File: src/rtl/debug_sevenseg_scan.sv
// Eight-digit multiplexed common-anode seven-segment driver with a double-buffered
// display word that is committed only at frame boundaries.
module debug_sevenseg_scan #(
  parameter int REFRESH_DIV   = 100000,
  parameter bit BLANK_LEADING = 1'b1
) (
  input  logic        clk,
  input  logic        Rst,
  input  logic [31:0] din,
  input  logic [7:0]  dp_in,
  input  logic        load,
  input  logic        en,
  output logic [7:0]  an,
  output logic [6:0]  seg,
  output logic        dp,
  output logic [2:0]  digit_idx
);

  localparam int PW = (REFRESH_DIV > 2) ? $clog2(REFRESH_DIV) : 1;
  localparam logic [PW-1:0] PRESC_MAX = PW'(REFRESH_DIV - 1);

  logic [31:0]   pend_word_q, pend_word_d;
  logic [7:0]    pend_dp_q, pend_dp_d;
  logic          pend_valid_q, pend_valid_d;
  logic [31:0]   shadow_word_q, shadow_word_d;
  logic [7:0]    shadow_dp_q, shadow_dp_d;
  logic [PW-1:0] presc_q, presc_d;
  logic [2:0]    idx_q, idx_d;
  logic [7:0]    an_q, an_d;
  logic [6:0]    seg_q, seg_d;
  logic          dp_q, dp_d;

  logic          term_cnt;
  logic          frame_bnd;
  logic [31:0]   upper_bits;
  logic [3:0]    cur_nibble;
  logic          digit_blank;

  function automatic logic [6:0] hex_to_seg(input logic [3:0] n);
    logic [6:0] s;
    case (n)
      4'h0: s = 7'h40;
      4'h1: s = 7'h79;
      4'h2: s = 7'h24;
      4'h3: s = 7'h30;
      4'h4: s = 7'h19;
      4'h5: s = 7'h12;
      4'h6: s = 7'h02;
      4'h7: s = 7'h78;
      4'h8: s = 7'h00;
      4'h9: s = 7'h10;
      4'hA: s = 7'h08;
      4'hB: s = 7'h03;
      4'hC: s = 7'h46;
      4'hD: s = 7'h21;
      4'hE: s = 7'h06;
      default: s = 7'h0E;
    endcase
    return s;
  endfunction

  // A disabled display counts as permanently at a frame boundary so pending words commit.
  always_comb begin
    term_cnt  = en && (presc_q == PRESC_MAX);
    frame_bnd = !en || (term_cnt && (idx_q == 3'd7));
  end

  always_comb begin
    presc_d = presc_q;
    idx_d   = idx_q;
    if (!en) begin
      presc_d = '0;
      idx_d   = 3'd0;
    end else if (term_cnt) begin
      presc_d = '0;
      idx_d   = idx_q + 3'd1;
    end else begin
      presc_d = presc_q + 1'b1;
    end
  end

  // A load landing on the boundary itself bypasses the pending buffer.
  always_comb begin
    pend_word_d   = pend_word_q;
    pend_dp_d     = pend_dp_q;
    pend_valid_d  = pend_valid_q;
    shadow_word_d = shadow_word_q;
    shadow_dp_d   = shadow_dp_q;
    if (load) begin
      pend_word_d  = din;
      pend_dp_d    = dp_in;
      pend_valid_d = 1'b1;
    end
    if (frame_bnd) begin
      if (load) begin
        shadow_word_d = din;
        shadow_dp_d   = dp_in;
        pend_valid_d  = 1'b0;
      end else if (pend_valid_q) begin
        shadow_word_d = pend_word_q;
        shadow_dp_d   = pend_dp_q;
        pend_valid_d  = 1'b0;
      end
    end
  end

  always_comb begin
    upper_bits  = shadow_word_q >> {idx_q, 2'b00};
    cur_nibble  = upper_bits[3:0];
    digit_blank = BLANK_LEADING && (idx_q != 3'd0) && (upper_bits == 32'd0);
  end

  always_comb begin
    an_d  = 8'hFF;
    seg_d = 7'h7F;
    dp_d  = 1'b1;
    if (en && !digit_blank) begin
      an_d  = ~(8'b1 << idx_q);
      seg_d = hex_to_seg(cur_nibble);
      dp_d  = ~shadow_dp_q[idx_q];
    end
  end

  always_ff @(posedge clk or posedge Rst) begin
    if (Rst) begin
      pend_word_q   <= '0;
      pend_dp_q     <= '0;
      pend_valid_q  <= 1'b0;
      shadow_word_q <= '0;
      shadow_dp_q   <= '0;
      presc_q       <= '0;
      idx_q         <= 3'd0;
      an_q          <= 8'hFF;
      seg_q         <= 7'h7F;
      dp_q          <= 1'b1;
    end else begin
      pend_word_q   <= pend_word_d;
      pend_dp_q     <= pend_dp_d;
      pend_valid_q  <= pend_valid_d;
      shadow_word_q <= shadow_word_d;
      shadow_dp_q   <= shadow_dp_d;
      presc_q       <= presc_d;
      idx_q         <= idx_d;
      an_q          <= an_d;
      seg_q         <= seg_d;
      dp_q          <= dp_d;
    end
  end

  assign an        = an_q;
  assign seg       = seg_q;
  assign dp        = dp_q;
  assign digit_idx = idx_q;

endmodule

File: config.mk
export PLATFORM = sky130hd
export DESIGN_NAME = debug_sevenseg_scan
export DESIGN_NICKNAME = d
export VERILOG_FILES = /design/src/rtl/debug_sevenseg_scan.sv
export SDC_FILE = /design/constraint.sdc
export NUM_CORES = 1
export LEC_CHECK = 0
export BUFFER_PORTS_ARGS = -buffer_cell sky130_fd_sc_hd__buf_2
export CORE_MARGIN = 2
export CORE_UTILIZATION = 40
export CTS_CLUSTER_DIAMETER = 150
export CTS_CLUSTER_SIZE = 8
export DETAILED_ROUTE_END_ITERATION = 10
export HOLD_SLACK_MARGIN = 0.02
export SLEW_MARGIN = 20
export SYNTH_ARGS = -nofsm -noshare
export SYNTH_HDL_FRONTEND = slang
export SYNTH_SLANG_ARGS = --single-unit
File: constraint.sdc
create_clock -name clk -period 3.6 [get_ports clk]
set_input_delay 0.18 -clock clk [delete_from_list [all_inputs] [get_ports clk]]
set_output_delay 0.18 -clock clk [all_outputs]
set_load 0.05 [all_outputs]
==> flow_summary_export.csv <==
group,metric,value,unit
grt,overflow,0,
timing,hold_viol,0,
worst_setup_path,cp-start-kind,"flop",
routing,postRouteAntennaNets,0,
grt,grt_max_degree,85,
routing,first_pass_iters,4,
routing,vias,3600,
hold_path,hp-class,"in2reg",
grt,antenna_found_initial,0,
yosys,synth_edf_count,0,
yosys,ys_seq_area_frac,0.520,
yosys,synth_cell_types,56,
routing,viasPerCell,5.03,
grt,grt_pass1_wl,18700,µm
worst_setup_path,cp_max_fo,17,
clock_tree,clockRootBuffer,"clkbuf_16",
timing,fmax,337,MHz
clock_tree,post_cts_resized,0,
yosys,synth_nets,475,
routing,routedWlPerCell,15.8,µm
floorplan,design.core.area,13900,µm²
routing,drc,0,
worst_setup_path,worstPathRequired,3.93,ns
layout,antenna_cells,0,
yosys,synthesis.instances,418,
place,hpwl,7740,µm
floorplan,rows,43,
timing,rsz0062_at_grt,"false",
floorplan,fp.dieArea,15100,µm²
yosys,synth_ff_type,"dfrtp_1",
layout,drive_gt1_frac,0.417,
clock_tree,cts_buffers,17,
pwr,p_per_area,572,nW/µm²
clock_tree,ctsLongestPathBuffers,2,
run,maxCapViolCount,0,
timing,final-max-slew-violation-count,0,
timing,fin_worst_skew,0.0144,ns
place,portBuffers,62,
layout,n_fill_cell,1210,
routing,routed_wl,11300,µm
worst_setup_path,crit_arrival,3.30,ns
grt,grt_pass1_vias,3585,
yosys,async_flop_share,1.00,
routing,drt_iter0_markers,211,
worst_setup_path,path_class,"reg2reg",
floorplan,start_util,0.408,
status,status,"finished, final reports clean",
layout,layout.nets,579,
pwr,leakage,3.14,nW
timing,tns,0,ns
place,place_congestion,0.933,
yosys,syn_area,5670,µm²
floorplan,die_y,123,µm
yosys,ys_warn_count,0,
pwr,ir_worst_vdd,311,µV
floorplan,die_w,123,µm
timing,tightest_slew,0.759,ns
timing,period_needed,2.97,ns
timing,maxSlewHeadroom,0.494,
timing,setup_viol,0,
timing,fin_crit_sh,0.825,
pwr,finalPower,4.07,mW
yosys,syn_avg_cell_area,13.6,µm²
worst_setup_path,critPathCaptureType,"flop",
layout,syn_to_final_growth,25.6,%
floorplan,ios,63,
clock_tree,h-tree-depth,4,
clock_tree,clk_latency,0.42,ns
clock_tree,cts_tree,"done",
clock_tree,cts.clk_slew.worst_paths,0.05,ns
clock_tree,clock_sinks,117,
yosys,ys_ff_latch,117,
grt,grtUsageTotal,0.165,
[critical path, cell delays in order (launching register included)]
cell and delay [ns]:
dfrtp_1 0.78, mux4_2 0.58, mux2i_1 0.39, ha_1 0.27, o311a_1 0.18, a41oi_2 0.34
o221ai_1 0.34
[repair_timing]
action / CTS / global route
hold buffers: 32 / 1
hold endpoints to repair: 32 / 82
setup buffers: 0 / 0
[final cells by class]
class / instances / area (µm²) / share of cell area
clock buffers: 23 / 488 / 0.0686
clock inverters: 9 / 148 / 0.0207
inverters: 13 / 53.8 / 0.00756
multi-input cells: 268 / 2520 / 0.355
flip-flops and latches: 117 / 2950 / 0.414
well taps: 180 / 225 / 0.0317
repair buffers: 105 / 728 / 0.102
[worst paths after layout]
path	from	end	slack, ns	cells past startpoint
max	digit_idx[0]$_DFFE_PP0P_	seg[0]$_DFF_PP1_	0.63	6
min	din[14]	pend_word_q[14]$_DFFE_PP0P_	0.04	2
max reg2reg	digit_idx[0]$_DFFE_PP0P_	seg[0]$_DFF_PP1_	0.63	6
min reg2reg	presc_q[0]$_DFF_PP0_	presc_q[0]$_DFF_PP0_	0.49	1
max in group asynchronous	Rst	an[6]$_DFF_PP1_	2.37	4
min in group asynchronous	Rst	pend_dp_q[6]$_DFFE_PP0P_	0.43	3
[synth_stat cells, drive strengths merged, types with 9 or more instances]
master	n	area, µm²
or4	9	71.3
mux2i	11	110
dfrtp	101	2530
mux2	84	1100
o21ai	9	45.0
nor3	9	45.0
nor2	35	131
xor2	9	78.8
dfstp	16	420
mux4	9	203
nand3	11	55.1
buf	18	135
ha	13	163
inv	13	48.8
nand2	11	43.8
[logic make-up (layout without fill, tap and decap cells)]
family,count (synthesis),in the layout,synth area share
buf+inv,33,150,0.0340
compound gates,36,36,0.0537
flops,117,117,0.520
xor+xnor,16,16,0.0247
simple gates,99,99,0.0899
mux,104,104,0.249
fa+ha+maj,13,13,0.0287
[registers in the layout, summed over array words and instances (netlist names)]
register / cells
presc_q: 17
seg: 7
dp: 1
pend_word_q: 32
shadow_dp_q: 8
pend_dp_q: 8
pend_valid_q: 1
shadow_word_q: 32
digit_idx: 3
an: 8
[power breakdown]
group	switching (mW)	internal, mW	total [mW]
Clock	0.567	1.22	1.79
Combinational	0.322	0.342	0.665
Sequential	0.120	1.50	1.62
[cells in the final DEF (no fill, tap or decap), types with 3 or more instances in the layout]
master / n
dfrtp_1: 101
buf_2: 62
mux2_2: 44
mux2_4: 40
nor2_1: 35
dlygate4sd3_1: 33
clkbuf_16: 17
dfstp_2: 16
ha_1: 13
nand3_1: 11
mux2i_1: 11
inv_1: 10
nand2_1: 10
nor3_1: 9
xor2_1: 9
mux4_2: 9
o21ai_0: 9
buf_4: 9
or4_1: 8
nor4_1: 7
xnor2_1: 7
nand4_1: 4
clkinv_2: 4
clkbuf_8: 4
bufinv_16: 4
a211oi_1: 3
nor2b_1: 3
a2bb2oi_1: 3
[per-layer routing]
metal	up-vias	wire [µm]	global-route usage
met2	90	5250	0.248
met3	15	539	0.0503
met1	1763	5370	0.223
met5	-	0	0
li1	1732	-	-
met4	0	153	0.0682
[through the flow]
step                utilization  hold slack (ns)  instance area [µm²]  setup slack [ns]  instances
detailed placement        0.443            0.443                 6150             0.621        650
CTS                       0.512           0.0226                 7100             0.614        714
global route              0.513           0.0265                 7120             0.278        715
global placement          0.443            0.441                 6150             0.750        650
floorplan                     -            0.348                 5670             0.346        418
finish                    0.513           0.0351                 7120             0.629        715
Note: power is estimated with default switching activity, not from simulation.
